==> config.mk <==
export PLATFORM = sky130hd
export DESIGN_NAME = uart_tx_frame
export DESIGN_NICKNAME = d
export VERILOG_FILES = /design/src/rtl/uart_pkg.sv /design/src/rtl/uart_baud_gen.sv /design/src/rtl/uart_tx_frame.sv
export SDC_FILE = /design/constraint.sdc
export NUM_CORES = 1
export LEC_CHECK = 0
export ABC_AREA = 1
export BUFFER_PORTS_ARGS = -buffer_cell sky130_fd_sc_hd__buf_2
export CORE_UTILIZATION = 56
export DETAILED_ROUTE_END_ITERATION = 8
export PLACE_DENSITY = 0.76
export SLEW_MARGIN = 20
export SYNTH_ARGS = -nofsm -noshare
export SYNTH_HDL_FRONTEND = slang
export SYNTH_SLANG_ARGS = --single-unit
==> constraint.sdc <==
create_clock -name clk -period 1.8 [get_ports clk]
set_input_delay 0.36 -clock clk [delete_from_list [all_inputs] [get_ports clk]]
set_output_delay 0.36 -clock clk [all_outputs]
set_load 0.1 [all_outputs]
==> src/rtl/uart_pkg.sv <==
// Shared UART types and line-level constants for the transmit and receive paths.
package uart_pkg;

    typedef enum logic [2:0] {
        IDLE   = 3'd0,
        START  = 3'd1,
        DATA   = 3'd2,
        PARITY = 3'd3,
        STOP   = 3'd4
    } uart_state_e;

    localparam logic START_BIT = 1'b0;
    localparam logic STOP_BIT  = 1'b1;
    localparam logic PAR_EVEN  = 1'b0;
    localparam logic PAR_ODD   = 1'b1;

endpackage

==> src/rtl/uart_baud_gen.sv <==
// Reloadable bit-period down-counter; tick marks the last clk cycle of each bit.
module uart_baud_gen #(
    parameter int CLK_DIV = 16
) (
    input  logic clk,
    input  logic rst,
    input  logic load,
    output logic tick
);

    localparam int CW = (CLK_DIV > 1) ? $clog2(CLK_DIV) : 1;
    localparam logic [CW-1:0] RELOAD = CW'(CLK_DIV - 1);

    logic [CW-1:0] r_cnt;

    // Self-reloads at zero so consecutive bits need no external load.
    always_ff @(posedge clk) begin
        if (rst) begin
            r_cnt <= '0;
        end else if (load || (r_cnt == '0)) begin
            r_cnt <= RELOAD;
        end else begin
            r_cnt <= r_cnt - CW'(1);
        end
    end

    assign tick = (r_cnt == '0);

endmodule

==> src/rtl/uart_tx_frame.sv <==
// UART transmitter with one-word holding register; parity bit and parity_odd port
// exist only when UART_TX_PARITY_EN is defined.
module uart_tx_frame
    import uart_pkg::*;
#(
    parameter int DATA_BITS = 8,
    parameter int STOP_BITS = 1,
    parameter int CLK_DIV   = 16,
    parameter int MSB_FIRST = 0
) (
    input  logic                 clk,
    input  logic                 rst,
    input  logic [DATA_BITS-1:0] tx_data,
    input  logic                 tx_valid,
    output logic                 tx_ready,
`ifdef UART_TX_PARITY_EN
    input  logic                 parity_odd,
`endif
    output logic                 txd,
    output logic                 busy
);

    localparam int BW = (DATA_BITS > 1) ? $clog2(DATA_BITS) : 1;
    localparam logic [BW-1:0] LAST_BIT  = BW'(DATA_BITS - 1);
    localparam logic          LAST_STOP = 1'(STOP_BITS - 1);

    uart_state_e          r_state;
    uart_state_e          w_state_nxt;
    logic [DATA_BITS-1:0] r_hold;
    logic [DATA_BITS-1:0] r_shift;
    logic                 r_hold_full;
    logic                 r_ready;
    logic                 r_txd;
    logic                 r_busy;
    logic [BW-1:0]        r_bit_cnt;
    logic                 r_stop_cnt;
    logic                 w_tick;
    logic                 w_accept;
    logic                 w_load_frame;
    logic                 w_last_stop;
    logic                 w_data_bit;
    logic                 w_txd_nxt;

`ifdef UART_TX_PARITY_EN
    logic r_hold_odd;
    logic r_par;

    function automatic logic f_parity(input logic [DATA_BITS-1:0] d, input logic odd);
        return (^d) ^ (odd == PAR_ODD);
    endfunction
`endif

    assign w_accept    = tx_valid && r_ready;
    assign w_last_stop = (r_stop_cnt == LAST_STOP);
    assign w_data_bit  = (MSB_FIRST != 0) ? r_shift[DATA_BITS-1] : r_shift[0];

    uart_baud_gen #(
        .CLK_DIV(CLK_DIV)
    ) u_baud (
        .clk (clk),
        .rst (rst),
        .load(w_load_frame),
        .tick(w_tick)
    );

    always_ff @(posedge clk) begin
        if (rst) begin
            r_state <= IDLE;
        end else begin
            r_state <= w_state_nxt;
        end
    end

    // w_txd_nxt is the line level for the current state; r_txd presents it one cycle later.
    always_comb begin
        w_state_nxt  = r_state;
        w_load_frame = 1'b0;
        w_txd_nxt    = STOP_BIT;
        case (r_state)
            IDLE: begin
                if (r_hold_full) begin
                    w_load_frame = 1'b1;
                    w_state_nxt  = START;
                end
            end
            START: begin
                w_txd_nxt = START_BIT;
                if (w_tick) w_state_nxt = DATA;
            end
            DATA: begin
                w_txd_nxt = w_data_bit;
                if (w_tick && (r_bit_cnt == LAST_BIT)) begin
`ifdef UART_TX_PARITY_EN
                    w_state_nxt = PARITY;
`else
                    w_state_nxt = STOP;
`endif
                end
            end
`ifdef UART_TX_PARITY_EN
            PARITY: begin
                w_txd_nxt = r_par;
                if (w_tick) w_state_nxt = STOP;
            end
`endif
            STOP: begin
                w_txd_nxt = STOP_BIT;
                if (w_tick && w_last_stop) begin
                    if (r_hold_full) begin
                        w_load_frame = 1'b1;
                        w_state_nxt  = START;
                    end else begin
                        w_state_nxt = IDLE;
                    end
                end
            end
            default: w_state_nxt = IDLE;
        endcase
    end

    // Accept and transfer never coincide: r_ready is low whenever the holding register is full.
    always_ff @(posedge clk) begin
        if (rst) begin
            r_hold_full <= 1'b0;
            r_ready     <= 1'b1;
            r_txd       <= STOP_BIT;
            r_busy      <= 1'b0;
            r_bit_cnt   <= '0;
            r_stop_cnt  <= 1'b0;
        end else begin
            if (w_accept) begin
                r_hold_full <= 1'b1;
            end else if (w_load_frame) begin
                r_hold_full <= 1'b0;
            end
            r_ready <= w_accept ? 1'b0 : !r_hold_full;
            r_txd   <= w_txd_nxt;
            r_busy  <= (r_state != IDLE);
            if (r_state == START) begin
                r_bit_cnt <= '0;
            end else if ((r_state == DATA) && w_tick) begin
                r_bit_cnt <= r_bit_cnt + BW'(1);
            end
            if (r_state != STOP) begin
                r_stop_cnt <= 1'b0;
            end else if (w_tick) begin
                r_stop_cnt <= r_stop_cnt + 1'b1;
            end
        end
    end

    always_ff @(posedge clk) begin
        if (w_accept) begin
            r_hold <= tx_data;
`ifdef UART_TX_PARITY_EN
            r_hold_odd <= parity_odd;
`endif
        end
        if (w_load_frame) begin
            r_shift <= r_hold;
`ifdef UART_TX_PARITY_EN
            r_par <= f_parity(r_hold, r_hold_odd);
`endif
        end else if ((r_state == DATA) && w_tick) begin
            r_shift <= (MSB_FIRST != 0) ? (r_shift << 1) : (r_shift >> 1);
        end
    end

    assign tx_ready = r_ready;
    assign txd      = r_txd;
    assign busy     = r_busy;

endmodule
[Word level (Yosys, flattened, before mapping)]
Cells that the tools add are included.
Word-level totals
  register bits after elaboration: 31
  input port bits: 11
  output and inout bits: 3
  logic and storage cells: 53
Cells by class
  add/subtract/negate cells: 3
  muxes and demuxes: 16
  bitwise gates (word level): 1
  equal/unequal tests: 9
  reductions and logical operators: 14
Operators by type and width (count)
  $mux W8: 2
  $mux W3: 4
  $pmux W3 S4: 1
  $ne A2 B2 Y1 const B: 4
  $eq A3 B3 Y1 const B: 2
  $mux W1: 6
  $logic_and A1 B1 Y1: 4
  $logic_not A4 Y1: 1
  $mux W4: 1
  $pmux W1 S2: 2
  $reduce_and A4 Y1: 1
  $reduce_bool A2 Y1: 2
  $reduce_or A2 Y1: 2
  $sub A4 B1 Y4 const B: 1
  $add A3 B1 Y3 const B: 1
  $eq A3 B1 Y1 const B: 1
  $eq A3 B2 Y1 const B: 1
  $logic_not A3 Y1: 1
  $ne A3 B3 Y1 const B: 1
  $reduce_bool A3 Y1: 1
  $add A1 B1 Y1 const B: 1
  $logic_not A1 Y1: 1
  $logic_or A1 B1 Y1: 1
  $not A1 Y1: 1

[Longest topological paths before layout]
  word-level depth: 6
  gate-level depth with buffers: 9
  depth with buffers taken out: 9

[By module]
A second synthesis with hierarchy kept.
Second synthesis, totals
  cells, all modules: 139
  area, all modules: 1288.7 um^2
Modules (own cells, without submodules)
  uart_tx_frame: area each 1091.0 um^2, cells each 109, seq. area each 700.7 um^2, times used 1
  uart_baud_gen: area each 197.7 um^2, cells each 30, seq. area each 80.1 um^2, times used 1

[Worst setup path after synthesis]
OpenSTA, ideal clock, no wires.
  kind: reg2reg
  start: register r_ready (netlist: tx_ready)
  end: register r_hold_full
  arrival time: 1598 ps
  library setup time: 57 ps
  required time: 1743 ps
  slack: 145 ps
  buffers on the path: 0
  stages on the path, launching flop included: 6
  period minus slack after synthesis: 1655 ps
  cells stage by stage: dfxtp_1 > nand2_1 > inv_1 > o21ai_0 > o21bai_1 > inv_1
Between the ends
  word-level cells in the longest chain between the ends: 2
  elaborated cells between the ends (all ways): 3
  classes of those cells: 1 x mux; 2 x reduce/logical
RTL lines
  from (decl): line uart_tx_frame.sv:32  | logic r_ready;
  from (signal assigned): line uart_tx_frame.sv:136  | r_ready <= w_accept ? 1'b0 : !r_hold_full;
  $logic_and A1 B1 Y1 *: line uart_tx_frame.sv:53  | assign w_accept = tx_valid && r_ready;
  named net w_accept: line uart_tx_frame.sv:38  | logic w_accept;
  $mux W1 / $reduce_bool A2 Y1 (equally long branches)
  to (signal assigned): line uart_tx_frame.sv:124  | r_hold_full <= 1'b0;
  to (signal assigned): line uart_tx_frame.sv:132  | r_hold_full <= 1'b1;
  to (signal assigned): line uart_tx_frame.sv:134  | r_hold_full <= 1'b0;
  to (decl): line uart_tx_frame.sv:31  | logic r_hold_full;
The timed path passes the listed nets; every way through them passes the cells marked *.
A chain may end at the register's enable or synchronous reset.

[Final worst setup path]
  start: register u_baud.r_cnt[0]
  end: register r_shift[7] (enable)
Between the ends
  word-level cells in the longest chain between the ends: 5
  elaborated cells between the ends (all ways): 6
  classes of those cells: 2 x mux; 4 x reduce/logical
RTL lines
  from (decl): line uart_baud_gen.sv:14  | logic [CW-1:0] r_cnt;
  from (signal assigned): line uart_baud_gen.sv:23  | r_cnt <= r_cnt - CW'(1);
  $logic_not A4 Y1 *: line uart_baud_gen.sv:27  | assign tick = (r_cnt == '0);
  $logic_and A1 B1 Y1: line uart_tx_frame.sv:108  | if (w_tick && w_last_stop) begin
  $mux W1: line uart_tx_frame.sv:108
  $pmux W1 S2: line uart_tx_frame.sv:79  | case (r_state)
  $reduce_bool A2 Y1 (no line) *
  to (signal assigned): line uart_tx_frame.sv:160  | r_shift <= r_hold;
  to (signal assigned): line uart_tx_frame.sv:165  | r_shift <= (MSB_FIRST != 0) ? (r_shift << 1) : (r_shift >> 1);
  to (decl): line uart_tx_frame.sv:30  | logic [DATA_BITS-1:0] r_shift;
Mark *: on every way between the ends. The rest lies on a longest branch, timed or not.

==> results_dict.tcl <==
set metrics [dict create \
    clock_path_buffers 2 \
    ctsHoldBuffers 0 \
    synth_top_family_by_area "simple AND/OR/NAND/NOR gates" \
    path_clk_slew_ns 0.08 \
    worst_slack_ns 0.191 \
    min_path_type "in2reg" \
    fp-row-count 17 \
    report.power.total_mw 2.14 \
    drc 0 \
    powerDensity_nw_per_um2 1460 \
    core_um2 2210 \
    cts_buffers 5 \
    place_ws_ns 0.195 \
    setup_viol 0 \
    post-route-util_pct 66.1 \
    crit_fanout 13 \
    synth-seq-cells 31 \
    min_period_ns 1.61 \
    port_buffers 13 \
    clockPowerShare_pct 16.6 \
    antenna_cells 0 \
    outcome "finished clean" \
    p_int_mw 1.31 \
    cts_tree "built" \
    die_y_um 50.6 \
    swShare_pct 38.8 \
    grt_overflow_total 0 \
    power_switching_uw 830 \
    post_route_cells_drive_above_1_share_pct 23.0 \
    postCtsSetupBuffers 0 \
    highest_layer "met4" \
    setup_tns_ns 0 \
    drv_cap 0 \
    h-tree-depth 2 \
    cp.arrival_ns 1.59 \
    synthMuxAreaShare_pct 0 \
    clk_latency_ns 0.31 \
    wl_mm 1.90 \
    mostFrequentLayoutCells "nand2_1 (33), edfxtp_1 (16), inv_1 (15), dfxtp_1 (15), buf_2 (13)" \
    worst_pin_slew_ns 0.484 \
    syn_to_final_growth_pct 10.5 \
    dr.pass1.iters 4 \
    syn-num-nets 147 \
    synth_cell_type_count 25 \
    via_per_inst 4.82 \
    start_kind "flip-flop" \
    ant_nets 0 \
    instances_no_fill 180 \
    report.final.slew_viol_count 0 \
    dpl.cell_count 172 \
    antenna_found_initial 0 \
    gp_congestion 0.780 \
    yosysWarnings 0 \
    synthCells 132 \
    finalHoldViolations 0 \
    ctsResizeCount 0 \
    synthXorXnorAreaFrac_pct 1.32 \
    wl_per_cell_um 10.6 \
    synth_compound_area_share_pct 5.58 \
    path_cells "inv_1, ha_1, nand3_2, nand2_4, nand2_4, nand2_1" \
    crit_top_cell "nand2_4" \
    start_util_pct 59.8 \
    clock-sinks 31 \
    nets 166 \
    power_frac_seq_pct 47.4 \
    root_buffer "clkbuf_4" \
    syn_avg_cell_area_um2 10.0 \
    cp_slowest_cell "dfxtp_1" \
    fmax_mhz 621 \
    via_count 867 \
    grt_util_all_layers_pct 18.2 \
    slew_headroom_pct 68.0 \
    wl_met3_um 113 \
    design_area_um2 1460 \
    fin_skew_ns 0.00950 \
    power_frac_comb_pct 36.0 \
    grt_setup_unrepaired "false" \
    grt_pass1_vias 811 \
    grt_pass1_wl_mm 3.37 \
    dieArea_um2 2560 \
    finalCritPeriodShare_pct 89.4 \
    final_common_cell "nand2_1" \
    required_ns 1.78 \
    syn-cell-area_um2 1320 \
    worst-path-buf-inv 1 \
    dpl_cell_area_um2 1410 \
    crit_family "simple AND/OR/NAND/NOR gates" \
    crit_type "reg2reg" \
    setup.worst_path.end_class "flip-flop" \
    worst_hold_slack_ns 0.228 \
    synthSimpleGateAreaFrac_pct 24.3 \
    ys_seq_area_share_pct 59.0 \
    dr.first_iter.drc_count 21 \
    wl_met1_um 903 \
    grt_max_degree 14 \
    p_leak_nw 0.654 \
    synth_fa_ha_area_share_pct 3.78 \
    ios 14 \
    slowest_delay_ns 0.32 \
    wl_met2_um 871 \
    dp_hpwl_mm 1.52 \
    die_w_um 50.6 \
    ir_drop_v 0.00105 \
]
## layer usage
layer | up-vias | GRT usage (%)
met4 | 0 | 6.94
li1 | 466 | -
met5 | - | 0
met3 | 4 | 6.36
met2 | 30 | 26.4
met1 | 367 | 25.0
## logic make-up (layout without fill, tap and decap cells)
kind of cell | after synthesis | after routing
buf+inv | 19 | 39
flops | 31 | 31
xor+xnor | 2 | 2
compound gates | 13 | 13
fa+ha+maj | 4 | 4
simple gates | 63 | 63
## synth_stat cells (all sizes together)
master / n / area [µm²]
nand3: 10 / 55.1
inv: 17 / 63.8
dfxtp: 15 / 300
o21a: 1 / 7.51
clkinv: 1 / 3.75
buf: 1 / 11.3
nor2: 11 / 73.8
nor3: 2 / 15.0
nand2: 39 / 171
nand4: 1 / 6.26
xor2: 2 / 17.5
o21ai: 5 / 25.0
a21oi: 6 / 33.8
edfxtp: 16 / 480
ha: 4 / 50.1
o21bai: 1 / 7.51
## registers in the layout, indices dropped and copies added (netlist names)
| register | cells |
|---|---|
| busy | 1 |
| r_stop_cnt | 1 |
| u_baud.r_cnt | 4 |
| r_hold_full | 1 |
| r_shift | 8 |
| r_bit_cnt | 3 |
| r_state | 3 |
| tx_ready | 1 |
| r_hold | 8 |
| txd | 1 |
## worst reg2reg max path: cells and delay by family, from the launching register on
family	cells	cell delay, ns
flops	1	0.32
simple gates	4	0.66
buf+inv	1	0.09
fa+ha+maj	1	0.22
## cell type report
class,instances,area (µm²)
Multi-Input combinational cell,82,463
Tap cell,28,35.0
Sequential cell,31,781
Clock inverter,1,5.00
Clock buffer,7,45.0
Inverter,18,67.6
Fill cell,191,751
Timing Repair Buffer,13,65.1
## path summary, 6_finish.rpt
path	start	to	slack, ns	depth (start not counted)
setup / recovery	u_baud.r_cnt[0]	r_shift[7]	0.19	6
hold reg to reg	r_stop_cnt	r_stop_cnt	0.48	2
hold / removal	tx_data[1]	r_hold[1]	0.23	1
setup reg to reg	u_baud.r_cnt[0]	r_shift[7]	0.19	6
## power by group through the flow
stage          Combinational, mW  Sequential (mW)  Clock (mW)
6_report                   0.770             1.02       0.354
5_1_grt                    0.879             1.03       0.394
4_1_cts                    0.772             1.02       0.369
3_5_place_dp               0.770             1.03           0
3_3_place_gp               0.754             1.03           0
2_1_floorplan              0.548             1.13           0
No activity file was read; power rests on OpenSTA's default activity.
